`config.mk`:
```
export PLATFORM = sky130hd
export DESIGN_NAME = move_sequencer
export DESIGN_NICKNAME = d
export VERILOG_FILES = /design/src/rtl/ttt_pkg.sv /design/src/rtl/turn_timer.sv /design/src/rtl/move_sequencer.sv
export SDC_FILE = /design/constraint.sdc
export NUM_CORES = 1
export LEC_CHECK = 0
export ABC_AREA = 1
export BUFFER_PORTS_ARGS = -buffer_cell sky130_fd_sc_hd__buf_4
export CAP_MARGIN = 20
export CORE_ASPECT_RATIO = 0.9
export CORE_MARGIN = 5
export CORE_UTILIZATION = 50
export CTS_CLUSTER_SIZE = 14
export DETAILED_ROUTE_END_ITERATION = 10
export PLACE_DENSITY_LB_ADDON = 0.1
export SETUP_SLACK_MARGIN = 0.02
export SLEW_MARGIN = 25
export SYNTH_ARGS = -nofsm -noshare
export SYNTH_HDL_FRONTEND = slang
export SYNTH_HIERARCHICAL = 1
export SYNTH_SLANG_ARGS = --single-unit
export TNS_END_PERCENT = 5
```
`constraint.sdc`:
```
create_clock -name clk -period 4.3 [get_ports clk]
set_clock_uncertainty 0.2 [all_clocks]
set_input_delay 0 -clock clk [delete_from_list [all_inputs] [get_ports clk]]
set_output_delay 0 -clock clk [all_outputs]
set_load 0.01 [all_outputs]
```
`src/rtl/ttt_pkg.sv`:
```
// Shared types, constants and board/tile helpers for the ultimate tic-tac-toe turn logic.
package ttt_pkg;

  localparam int NUM_BOARDS = 9;
  localparam int NUM_TILES  = 9;
  localparam int OCC_W      = NUM_BOARDS * NUM_TILES;
  localparam logic [3:0] CENTER = 4'd4;

  typedef enum logic [1:0] {
    S_BOARD  = 2'd0,
    S_TILE   = 2'd1,
    S_COMMIT = 2'd2,
    S_SETTLE = 2'd3
  } seq_state_e;

  typedef enum logic [1:0] {
    DIR_UP    = 2'd0,
    DIR_DOWN  = 2'd1,
    DIR_LEFT  = 2'd2,
    DIR_RIGHT = 2'd3
  } nav_dir_e;

  // The 9 occupancy bits of one board; bit t is tile t.
  function automatic logic [8:0] board_bits(input logic [OCC_W-1:0] occ, input logic [3:0] b);
    return occ[int'(b)*NUM_TILES +: NUM_TILES];
  endfunction

  // A board is open while at least one of its tiles is free.
  function automatic logic board_open(input logic [OCC_W-1:0] occ, input logic [3:0] b);
    return ~(&board_bits(occ, b));
  endfunction

  // Lowest-index zero bit; returns 0 when every bit is set (callers check openness first).
  function automatic logic [3:0] first_free(input logic [8:0] bits);
    logic [3:0] idx;
    idx = 4'd0;
    for (int i = NUM_TILES - 1; i >= 0; i--) begin
      if (!bits[i]) idx = 4'(i);
    end
    return idx;
  endfunction

  // Lowest-index open board; returns 0 when none is open (that board is then closed).
  function automatic logic [3:0] first_open_board(input logic [OCC_W-1:0] occ);
    logic [3:0] idx;
    idx = 4'd0;
    for (int b = NUM_BOARDS - 1; b >= 0; b--) begin
      if (board_open(occ, 4'(b))) idx = 4'(b);
    end
    return idx;
  endfunction

  // Step a 3x3 position (3*row + col) one cell in a direction, wrapping rows and columns.
  function automatic logic [3:0] nav_wrap(input logic [3:0] pos, input nav_dir_e dir);
    logic [3:0] row;
    logic [3:0] col;
    if (pos >= 4'd6)      row = 4'd2;
    else if (pos >= 4'd3) row = 4'd1;
    else                  row = 4'd0;
    col = pos - 4'd3 * row;
    case (dir)
      DIR_UP:   row = (row == 4'd0) ? 4'd2 : row - 4'd1;
      DIR_DOWN: row = (row == 4'd2) ? 4'd0 : row + 4'd1;
      DIR_LEFT: col = (col == 4'd0) ? 4'd2 : col - 4'd1;
      default:  col = (col == 4'd2) ? 4'd0 : col + 4'd1;
    endcase
    return 4'd3 * row + col;
  endfunction

endpackage

```
`src/rtl/turn_timer.sv`:
```
// Per-turn countdown: reload, decrement on tick while running, hold at zero, pulse on reaching zero.
module turn_timer #(
  parameter int unsigned TURN_SECONDS = 30
) (
  input  logic       clk,
  input  logic       rst,
  input  logic       reload_i,
  input  logic       tick_i,
  input  logic       run_i,
  output logic [6:0] count_o,
  output logic       zero_o,
  output logic       expired_o
);

  localparam logic [6:0] RELOAD = 7'(TURN_SECONDS);

  logic [6:0] count_q, count_d;
  logic       expired_q, expired_d;

  // Reload has priority over a tick; the count never goes below zero.
  always_comb begin
    count_d   = count_q;
    expired_d = 1'b0;
    if (reload_i) begin
      count_d = RELOAD;
    end else if (run_i && tick_i && (count_q != 7'd0)) begin
      count_d   = count_q - 7'd1;
      expired_d = (count_q == 7'd1);
    end
  end

  // Count and expiry pulse registers.
  always_ff @(posedge clk or posedge rst) begin
    if (rst) begin
      count_q   <= RELOAD;
      expired_q <= 1'b0;
    end else begin
      count_q   <= count_d;
      expired_q <= expired_d;
    end
  end

  assign count_o   = count_q;
  assign zero_o    = (count_q == 7'd0);
  assign expired_o = expired_q;

endmodule

```
`src/rtl/move_sequencer.sv`:
```
// Turn controller: cursor navigation, next-board rule, move commit/settle and timed auto-play.
//
// state    | meaning
// S_BOARD  | choosing a board with the cursor
// S_TILE   | board locked, choosing a tile
// S_COMMIT | move strobe to GameState this cycle
// S_SETTLE | GameState has registered the move; judge the result
module move_sequencer
  import ttt_pkg::*;
#(
  parameter int unsigned TURN_SECONDS = 30,
  parameter int unsigned AUTO_MOVE    = 1
) (
  input  logic             clk,
  input  logic             rst,
  input  logic             tick,
  input  logic             btn_up,
  input  logic             btn_down,
  input  logic             btn_left,
  input  logic             btn_right,
  input  logic             btn_sel,
  input  logic [OCC_W-1:0] X_state,
  input  logic [OCC_W-1:0] O_state,
  output logic             move,
  output logic [3:0]       currBoard,
  output logic [3:0]       currTile,
  output logic [3:0]       cursor_board,
  output logic [3:0]       cursor_tile,
  output logic             phase,
  output logic             player,
  output logic [6:0]       time_left,
  output logic             timeout,
  output logic             illegal
);

  seq_state_e state_q, state_d;
  logic [3:0] curr_board_q, curr_board_d;
  logic [3:0] curr_tile_q, curr_tile_d;
  logic [3:0] cursor_board_q, cursor_board_d;
  logic [3:0] cursor_tile_q, cursor_tile_d;
  logic       player_q, player_d;
  logic       timeout_q, timeout_d;
  logic       illegal_q, illegal_d;

  logic             reload;
  logic             timer_zero;
  logic             timer_expired;
  logic [6:0]       timer_count;
  logic             run;
  logic [OCC_W-1:0] occ;
  logic [8:0]       cur_bits;
  logic [8:0]       commit_bits;
  logic [8:0]       auto_bits;
  logic [3:0]       auto_board;
  logic             auto_valid;
  logic             dir_valid;
  nav_dir_e         dir;
  logic             sel_legal;

  assign occ         = X_state | O_state;
  assign run         = (state_q == S_BOARD) || (state_q == S_TILE);
  assign cur_bits    = board_bits(occ, cursor_board_q);
  assign commit_bits = board_bits(occ, curr_board_q);
  // In S_TILE the auto-move stays on the locked board; in S_BOARD it takes the first open one.
  assign auto_board  = (state_q == S_TILE) ? cursor_board_q : first_open_board(occ);
  assign auto_bits   = board_bits(occ, auto_board);
  assign auto_valid  = ~(&auto_bits);
  assign dir_valid   = btn_up | btn_down | btn_left | btn_right;
  assign dir         = btn_up   ? DIR_UP   :
                       btn_down ? DIR_DOWN :
                       btn_left ? DIR_LEFT : DIR_RIGHT;

  turn_timer #(
    .TURN_SECONDS(TURN_SECONDS)
  ) u_timer (
    .clk      (clk),
    .rst      (rst),
    .reload_i (reload),
    .tick_i   (tick),
    .run_i    (run),
    .count_o  (timer_count),
    .zero_o   (timer_zero),
    .expired_o(timer_expired)
  );

  // State and output registers.
  always_ff @(posedge clk or posedge rst) begin
    if (rst) begin
      state_q        <= S_BOARD;
      curr_board_q   <= 4'd0;
      curr_tile_q    <= 4'd0;
      cursor_board_q <= CENTER;
      cursor_tile_q  <= CENTER;
      player_q       <= 1'b0;
      timeout_q      <= 1'b0;
      illegal_q      <= 1'b0;
    end else begin
      state_q        <= state_d;
      curr_board_q   <= curr_board_d;
      curr_tile_q    <= curr_tile_d;
      cursor_board_q <= cursor_board_d;
      cursor_tile_q  <= cursor_tile_d;
      player_q       <= player_d;
      timeout_q      <= timeout_d;
      illegal_q      <= illegal_d;
    end
  end

  // Next-state: buttons (sel > up > down > left > right), timed auto-move, settle judgement.
  always_comb begin
    state_d        = state_q;
    curr_board_d   = curr_board_q;
    curr_tile_d    = curr_tile_q;
    cursor_board_d = cursor_board_q;
    cursor_tile_d  = cursor_tile_q;
    player_d       = player_q;
    illegal_d      = 1'b0;
    reload         = 1'b0;
    sel_legal      = 1'b0;
    timeout_d      = timeout_q | ((AUTO_MOVE == 0) && timer_expired);

    case (state_q)
      S_BOARD, S_TILE: begin
        if (btn_sel) begin
          if (state_q == S_BOARD) begin
            if (board_open(occ, cursor_board_q)) begin
              state_d       = S_TILE;
              cursor_tile_d = CENTER;
              sel_legal     = 1'b1;
            end else begin
              illegal_d = 1'b1;
            end
          end else if (!cur_bits[cursor_tile_q]) begin
            state_d      = S_COMMIT;
            curr_board_d = cursor_board_q;
            curr_tile_d  = cursor_tile_q;
            sel_legal    = 1'b1;
          end else begin
            illegal_d = 1'b1;
          end
        end else if (dir_valid) begin
          if (state_q == S_BOARD) cursor_board_d = nav_wrap(cursor_board_q, dir);
          else                    cursor_tile_d  = nav_wrap(cursor_tile_q, dir);
        end

        // Expiry overrides navigation but never a legal selection made in the same cycle.
        if ((AUTO_MOVE != 0) && timer_zero && !sel_legal && auto_valid) begin
          state_d        = S_COMMIT;
          curr_board_d   = auto_board;
          curr_tile_d    = first_free(auto_bits);
          cursor_board_d = cursor_board_q;
          cursor_tile_d  = cursor_tile_q;
        end
      end

      S_COMMIT: begin
        state_d = S_SETTLE;
      end

      default: begin
        if ((X_state == '0) && (O_state == '0)) begin
          state_d        = S_BOARD;
          player_d       = 1'b0;
          cursor_board_d = CENTER;
          cursor_tile_d  = CENTER;
          reload         = 1'b1;
          timeout_d      = 1'b0;
        end else if (commit_bits[curr_tile_q] || (commit_bits == 9'd0)) begin
          player_d      = ~player_q;
          reload        = 1'b1;
          timeout_d     = 1'b0;
          cursor_tile_d = CENTER;
          if (board_open(occ, curr_tile_q)) begin
            state_d        = S_TILE;
            cursor_board_d = curr_tile_q;
          end else begin
            state_d = S_BOARD;
          end
        end else begin
          illegal_d = 1'b1;
          state_d   = S_TILE;
        end
      end
    endcase
  end

  // Outputs come straight from registers; move and phase are decodes of the state register.
  always_comb begin
    move         = (state_q == S_COMMIT);
    phase        = (state_q != S_BOARD);
    currBoard    = curr_board_q;
    currTile     = curr_tile_q;
    cursor_board = cursor_board_q;
    cursor_tile  = cursor_tile_q;
    player       = player_q;
    time_left    = timer_count;
    timeout      = timeout_q;
    illegal      = illegal_q;
  end

endmodule

```
==> results of run 1 <==
## final timing paths
path | from | to | cells past startpoint | slack, ps
worst min-delay path | rst | u_timer/count_o[5] | 3 | 30
worst min register to register | u_timer/count_o[2] | u_timer/count_o[2] | 2 | 300
worst max-delay path | cursor_board[2] | cursor_board[3] | 25 | 70
max in group asynchronous | rst | cursor_board[0] | 3 | 3070
min in group clk | btn_right | cursor_tile[2] | 6 | 220
worst max register to register | cursor_board[2] | cursor_board[3] | 25 | 70
## final cells by class
type / instances / area (um^2) / area share, %
multi-input combinational: 926 / 5500 / 60.8
timing repair buffer: 257 / 1940 / 21.4
inverter: 163 / 628 / 6.94
clock inverter: 1 / 7.51 / 0.0829
tap: 172 / 215 / 2.38
sequential: 27 / 686 / 7.58
clock buffer: 3 / 75.1 / 0.829
## through the flow
step	power (mW)	TNS, ps	area (um^2)	util [%]
floorplan	4.79	-6.75	7030	-
global placement	6.42	0	8710	62.9
detailed placement	6.59	-113	8710	62.9
CTS	6.93	0	8860	64.0
global route	8.22	-167	9050	65.3
finish	7.66	0	9050	65.3
## metal layers
layer	up-vias	GRT usage (%)	wire length [um]
li1	4435	-	-
met1	4470	53.1	12700
met2	925	58.5	14000
met3	181	14.9	5960
met4	4	16.2	1840
met5	-	0	22
## worst max-delay path, cell delays in order (launching register included)
cell and delay [ps]:
dfstp_2 570, inv_4 40, o21ai_4 140, inv_2 50, nand2_2 70, inv_2 50
ha_4 260, inv_2 40, ha_4 250, or2_4 110, nand2_4 50, inv_1 130
ha_1 180, nor2_1 50, nor2_1 130, a21oi_2 80, fa_1 480, inv_1 40
ha_2 180, fa_2 370, xnor2_2 160, a21oi_1 120, o21ai_1 80, o21ai_1 80
inv_1 70, o21ai_2 160
## report_power, final
group	total (mW)	leakage (nW)	switching, mW	internal, mW
logic	6.88	4.02	4.27	2.61
registers	0.556	0.329	0.165	0.391
clock network	0.226	0.0371	0.0990	0.127
total	7.66	4.38	4.54	3.13
## repair_timing
action,4_1_cts,5_1_grt
hold buffers,3,0
pin swaps,4,16
endpoints found under the hold margin,32,0
resized for setup,7,35
setup buffers,0,7
setup endpoints to repair,2,4
## registers in the layout, indices dropped and copies added, names as in the netlist
register,flops
u_timer/count_o,7
currBoard,4
currTile,4
cursor_board,4
cursor_tile,4
state_q,2
illegal,1
player,1
## layout by cell type, fill, tap and decap left out, types with 12 or more instances in the layout
| master | instances |
|---|---|
| buf_4 | 253 |
| nand2_1 | 153 |
| nand3_1 | 143 |
| nor2_1 | 119 |
| inv_1 | 117 |
| o21ai_0 | 101 |
| a21oi_1 | 69 |
| o22ai_1 | 42 |
| inv_2 | 35 |
| o21ai_1 | 29 |
| nand4_1 | 21 |
| nand3_2 | 19 |
| ha_1 | 19 |
| dfrtp_1 | 19 |
| nand2_2 | 17 |
| nor4_1 | 17 |
| nand2_4 | 16 |
| nor3_1 | 15 |
| o211ai_1 | 13 |
| o21ai_2 | 12 |
==> impl_metrics.json, run 1 <==
{
  "coreArea_um2": 13900,
  "die_y_um": 122,
  "avgSynthCellArea_um2": 5.96,
  "netlist_area_um2": 6980,
  "drt_drc_violations_left": 0,
  "maxSlewViolCount": 0,
  "dpl.cell_count": 1535,
  "numCtsBuffers": 3,
  "crit_path_start_kind": "register",
  "synthCells": 1171,
  "grt_pass1_vias": 9411,
  "timing.hold.ws_ps": 31.0,
  "area_delta_synth_final_pct": 29.7,
  "cts_root_buffer": "clkbuf_16",
  "clkSlewWorstSetupHoldPaths_ps": 70,
  "dp_worst_setup_slack_ps": -113,
  "period_share_pct": 98.3,
  "track_usage_pct": 40.0,
  "port_buffers": 196,
  "wl_per_cell_um": 22.3,
  "clk_latency_ps": 270,
  "num_vias": 10000,
  "antenna_found_initial": 2,
  "arrival_ps": 4220,
  "clock-sinks": 27,
  "gr-total-overflow": 0,
  "layout-drive-gt1-share_pct": 31.1,
  "crit_required_ps": 4290,
  "timing.fmax_ghz": 0.236,
  "ys_warn_count": 6,
  "die_w_um": 135,
  "critPathMaxFanout": 3,
  "fillers": 1299,
  "final_hold_viol_count": 0,
  "diodes": 0,
  "ant_nets": 0,
  "grt_setup_unrepaired": "yes",
  "fin_cells": 1549,
  "crit_type": "reg2reg",
  "maxCapViolCount": 0,
  "fp-row-count": 41,
  "cts_htree_levels": 1,
  "start_util_pct": 50.4,
  "dr.pass1.iters": 7,
  "drt-total-wl_mm": 34.5,
  "drt_iter0_markers": 1542,
  "io_pins": 198,
  "tightest_slew_ps": 818,
  "layout_setup_ws_ps": 71.5,
  "grt_max_degree": 43,
  "cts.path.max_buffers": 2,
  "via_per_inst": 6.47,
  "power_density_nw_per_um2": 847,
  "outcome": "complete, no violations",
  "dp_hpwl_mm": 26.9,
  "min_path_type": "in2async",
  "ir_drop_mv": 1.21,
  "final-setup-viol-count": 0,
  "gp_congestion": 1.11,
  "fin_nets": 1582,
  "die-area_um2": 16400,
  "period_minus_slack_ps": 4230,
  "relSlewSlack_pct": 44.9,
  "leakage_nw": 4.38,
  "grt_pass1_wl_mm": 51.3,
  "endpoint_kind": "register",
  "cts_tree": "yes"
}
(Power assumes the default switching activity.)
==> run 2: changes to the inputs <==
Settings changed: CAP_MARGIN 20 to default, CORE_UTILIZATION 50 to 30.
==> run 2 against run 1 <==
Effect of this change:
- count of clock-buffer cells in the layout unchanged
- final cell count increased by 9.5%
- worst setup slack improved by 120 ps
- global-route usage decreased by 14 points
- die area increased by 61%
- core utilization decreased by 25 points
- highest routed layer is now met4
==> impl_metrics.json, run 2 (synthesis results as in run 1) <==
{
  "layout_setup_ws_ps": 188,
  "leakage_nw": 4.45,
  "final_hold_viol_count": 0,
  "tightest_slew_ps": 985,
  "arrival_ps": 4110,
  "via_per_inst": 5.63,
  "reg2reg_from": "cursor_board[2]",
  "crit_type": "reg2reg",
  "io_pins": 198,
  "mostFrequentLayoutCells": "buf_4 (269), nand2_1 (152), nand3_1 (143), nor2_1 (118), inv_1 (114)",
  "min_path_type": "in2async",
  "drt_iter0_markers": 1211,
  "cts_tree": "yes",
  "antenna_found_initial": 0,
  "fin_cells": 1696,
  "area_delta_synth_final_pct": 34.0,
  "start_util_pct": 30.2,
  "clock-sinks": 27,
  "dr.pass1.iters": 6,
  "multi_input_area_um2": 5510,
  "maxCapViolCount": 0,
  "period_minus_slack_ps": 4110,
  "crit_required_ps": 4300,
  "cts_htree_levels": 1,
  "dpl.cell_count": 1681,
  "grt_setup_unrepaired": "yes",
  "ant_nets": 0,
  "design_area_um2": 9350,
  "fp-row-count": 53,
  "gr-total-overflow": 0,
  "final_common_cell": "buf_4",
  "regArea_um2": 686,
  "drt_drc_violations_left": 0,
  "cts_root_buffer": "clkbuf_16",
  "worstReg2RegEnd": "cursor_board[3]",
  "clkSlewWorstSetupHoldPaths_ps": 80,
  "port_buffers": 196,
  "dp_worst_setup_slack_ps": -24.6,
  "gp_congestion": 1.05,
  "drt-total-wl_mm": 36.6,
  "num_vias": 9555,
  "grt_pass1_wl_mm": 53.9,
  "wl_per_cell_um": 21.6,
  "die-area_um2": 26400,
  "outcome": "complete, no violations",
  "place_area_um2": 8990,
  "fillers": 2569,
  "grt_pass1_vias": 9059,
  "largest_reg_flops": 7,
  "numCtsBuffers": 3,
  "power_density_nw_per_um2": 835,
  "timing.hold.ws_ps": 33.7,
  "ff2ff_setup_slack_ps": 190,
  "maxSlewViolCount": 0,
  "ir_drop_mv": 0.771,
  "die_y_um": 155,
  "period_share_pct": 95.6,
  "grt_max_degree": 42,
  "coreArea_um2": 23100,
  "endpoint_kind": "register",
  "cts.path.max_buffers": 2,
  "die_w_um": 171,
  "track_usage_pct": 26.3,
  "final-setup-viol-count": 0,
  "clk_latency_ps": 270,
  "diodes": 0,
  "reg2reg_depth": 25,
  "relSlewSlack_pct": 34.0,
  "timing.fmax_ghz": 0.243,
  "fin_nets": 1599,
  "dp_hpwl_mm": 29.5,
  "layout-drive-gt1-share_pct": 32.4,
  "crit_path_start_kind": "register",
  "critPathMaxFanout": 3
}
## run 2: cell count changes in the layout (fill, tap and decap cells not counted), sizes merged
cell / before / now
inv: 156 / 155
buf: 254 / 271
clkinv: 7 / 8
## run 2: power by group
group	switching (mW)	internal, mW	leakage, nW
sequential	0.144	0.391	0.329
clock	0.102	0.127	0.0371
combinational	4.26	2.78	4.09
## run 2: final cells by class
class / instances / area share (%)
timing repair buffer: 274 / 22.2
clock inverter: 1 / 0.0803
clock buffer: 3 / 0.803
multi-input combinational: 926 / 58.9
sequential: 27 / 7.33
tap: 302 / 4.04
inverter: 163 / 6.72
## run 2: timing repair
item	CTS	global route
endpoints found under the hold margin	33	0
pin swaps	1	27
setup endpoints to repair	1	4
setup buffers	0	8
resized for setup	5	41
hold buffers	3	0
## run 2: through the flow
stage	power, mW	util [%]	TNS (ps)
floorplan	4.79	-	-6.75
global placement	6.73	38.8	-4.90
detailed placement	6.76	38.8	-24.6
CTS	7.06	39.4	0
global route	8.45	40.4	-15.5
finish	7.81	40.4	0
## run 2: worst max-delay path by stage
| stage | from | to | slack, ps |
|---|---|---|---|
| floorplan | cursor_board[2] | cursor_board[3] | -7 |
| finish | cursor_board[2] | cursor_board[3] | 190 |
| detailed placement | cursor_board[2] | cursor_board[3] | -20 |
| global placement | cursor_board[2] | cursor_board[3] | -5 |
| CTS | cursor_tile[2] | cursor_tile[3] | 20 |
| global route | cursor_tile[2] | cursor_tile[3] | -10 |
## run 2: worst max-delay path, stage by stage (launching register included)
cell and delay (ps):
dfstp_2 560, inv_4 40, o21ai_4 140, inv_2 50
nand2_2 70, inv_2 50, ha_4 260, inv_2 40
ha_4 200, or2_4 230, nand2_4 70, buf_4 120
ha_4 140, nor2_1 50, nor2_1 110, a21oi_2 80
fa_1 480, inv_1 40, ha_2 180, fa_2 370
xnor2_2 140, a21oi_1 120, o21ai_1 80, o21ai_1 80
inv_1 50, o21ai_1 100
## run 2: routing by layer
layer,vias up,global-route usage (%),wire [um]
met1,4393,36.7,15400
met3,98,9.05,4780
met4,0,7.68,1280
met2,589,38.4,15200
li1,4475,-,-
met5,-,0,0
==> run 3: changes to the inputs <==
==> constraint.sdc (replaced) <==
create_clock -name clk -period 4.3 [get_ports clk]
set_clock_uncertainty 0.2 [all_clocks]
set_input_delay 0 -clock clk [delete_from_list [all_inputs] [get_ports clk]]
set_output_delay 0 -clock clk [all_outputs]
set_load 0.005 [all_outputs]
==> run 3 against run 2 <==
Effect of this change:
- largest cell class unchanged
- flip-flop and latch count stayed put
- count of clock-buffer cells in the layout is the same
- clock power is 3% higher
- sequential power decreased by 1%
- sequential share of layout area up 0.052 points
- register-to-register slack hardly changed
- final cell count shrank 0.35%
==> impl_metrics.json, run 3 (synthesis results as in run 1) <==
{
  "tightest_slew_ps": 891,
  "crit_path_start_kind": "register",
  "drt_iter0_markers": 1144,
  "leakage_nw": 4.43,
  "drt_drc_violations_left": 0,
  "critPathMostFrequentCell": "nand2_1",
  "antenna_found_initial": 2,
  "gp_congestion": 1.10,
  "io_pins": 198,
  "via_per_inst": 5.64,
  "cts_tree": "yes",
  "die_y_um": 155,
  "cts_htree_levels": 1,
  "area_delta_synth_final_pct": 33.3,
  "ff2ff_setup_slack_ps": 190,
  "ir_drop_mv": 0.741,
  "relSlewSlack_pct": 40.5,
  "crit_type": "reg2reg",
  "mostFrequentLayoutCells": "buf_4 (263), nand2_1 (153), nand3_1 (143), nor2_1 (119), inv_1 (117)",
  "timing.fmax_ghz": 0.244,
  "final_util_pct": 40.2,
  "coreArea_um2": 23100,
  "period_share_pct": 95.5,
  "clk_latency_ps": 280,
  "arrival_ps": 4110,
  "track_usage_pct": 27.1,
  "port_buffers": 196,
  "gr-total-overflow": 0,
  "min_path_type": "in2async",
  "slowest_delay_ps": 590,
  "cts_root_buffer": "clkbuf_16",
  "drt-total-wl_mm": 37.4,
  "grt_pass1_wl_mm": 55.2,
  "critical-path-top-delay-family": "adder cells",
  "grt_max_degree": 42,
  "clkSlewWorstSetupHoldPaths_ps": 80,
  "power_density_nw_per_um2": 814,
  "final_common_cell": "buf_4",
  "critPathMaxFanout": 5,
  "maxCapViolCount": 0,
  "endpoint_kind": "register",
  "crit_required_ps": 4310,
  "num_vias": 9527,
  "layout_setup_ws_ps": 195,
  "die_w_um": 171,
  "dp_hpwl_mm": 30.1,
  "period_minus_slack_ps": 4110,
  "outcome": "complete, no violations",
  "fin_nets": 1593,
  "fp-row-count": 53,
  "dp_worst_setup_slack_ps": -24.9,
  "final-setup-viol-count": 0,
  "grt_pass1_vias": 9037,
  "cp_slowest_cell": "dfstp_2",
  "cp_cell_sequence": "a21oi_2 > nand2_1 > inv_1 > ha_2 > inv_1 > ha_4 > o21ai_1 > nand2_1 > xor2_2 > a21oi_2 > nand2_1 > nand2_2 > nor2_1 > nor4_1 > a31oi_1 > fa_1 > fa_2 > xor2_2 > xor2_1 > nand2_1 > o21ai_1",
  "fillers": 2566,
  "cp_num_buf_inv": 2,
  "diodes": 0,
  "start_util_pct": 30.2,
  "ant_nets": 0,
  "dr.pass1.iters": 6,
  "cts.path.max_buffers": 2,
  "largest_reg_flops": 7,
  "grt_setup_unrepaired": "yes",
  "maxSlewViolCount": 0,
  "wl_per_cell_um": 22.1,
  "final_hold_viol_count": 0,
  "timing.hold.ws_ps": 28.1,
  "layout-drive-gt1-share_pct": 32.0,
  "numCtsBuffers": 3,
  "clock-sinks": 27,
  "die-area_um2": 26400
}
## run 3: changes by cell type in the layout (fill, tap and decap cells not counted), sizes merged
cell and delta:
clkinv -1, buf -6, inv +1
## run 3: per-layer routing
layer  share of wire (%)  GRT usage [%]  vias up
met5                0.19           1.89        -
met4                 2.9           7.64        3
met3                  13           9.20       77
met2                  42           39.4      567
met1                  43           37.9     4431
li1                    -              -     4449
## run 3: layout make-up
cell class	instances	area, um^2	area share, %
Multi-Input combinational cell	926	5500	59.1
Sequential cell	27	687	7.38
Inverter	163	628	6.75
Timing Repair Buffer	268	2030	21.8
Clock inverter	1	7.51	0.0807
Clock buffer	3	75.1	0.807
Tap cell	302	378	4.06
## run 3: power by group
| group | total, mW | leakage (nW) | internal [mW] | switching (mW) |
|---|---|---|---|---|
| registers | 0.528 | 0.327 | 0.392 | 0.137 |
| clock network | 0.235 | 0.0371 | 0.127 | 0.108 |
| logic | 6.81 | 4.06 | 2.65 | 4.17 |
## run 3: path summary, 6_finish.rpt
| kind | depth (start not counted) | start | end |
|---|---|---|---|
| setup reg to reg | 21 | cursor_tile[2] | cursor_tile[3] |
| hold / removal | 3 | rst | u_timer/count_o[5] |
| hold reg to reg | 2 | u_timer/count_o[2] | u_timer/count_o[2] |
| setup / recovery | 21 | cursor_tile[2] | cursor_tile[3] |
| min in group clk | 7 | O_state[73] | state_q[0] |
| max in group asynchronous | 3 | rst | cursor_board[1] |
## run 3: worst register-to-register path, stage by stage (launching register included)
cell	delay, ps
dfstp_2	590
a21oi_2	80
nand2_1	100
inv_1	50
ha_2	320
inv_1	60
ha_4	150
o21ai_1	130
nand2_1	110
xor2_2	170
a21oi_2	170
nand2_1	110
nand2_2	100
nor2_1	50
nor4_1	210
a31oi_1	90
fa_1	490
fa_2	370
xor2_2	160
xor2_1	150
nand2_1	60
o21ai_1	130
## run 3: repair_timing
action | CTS | global route
setup buffers | 0 | 4
pin swaps | 1 | 22
setup endpoints to repair | 2 | 4
endpoints found under the hold margin | 33 | 0
hold buffers | 3 | 0
gates resized for setup | 6 | 41
## run 3: through the flow
| step | cell area, um^2 | power [mW] | setup TNS (ps) | std cells |
|---|---|---|---|---|
| after CTS | 9120 | 7.00 | 0 | 1686 |
| final | 9300 | 7.58 | 0 | 1690 |
| after detailed placement | 8970 | 6.67 | -25.1 | 1679 |
| after floorplan | 7020 | 4.74 | 0 | 1172 |
| after global placement | 8970 | 6.65 | 0 | 1679 |
| after global routing | 9300 | 8.28 | -59.4 | 1690 |
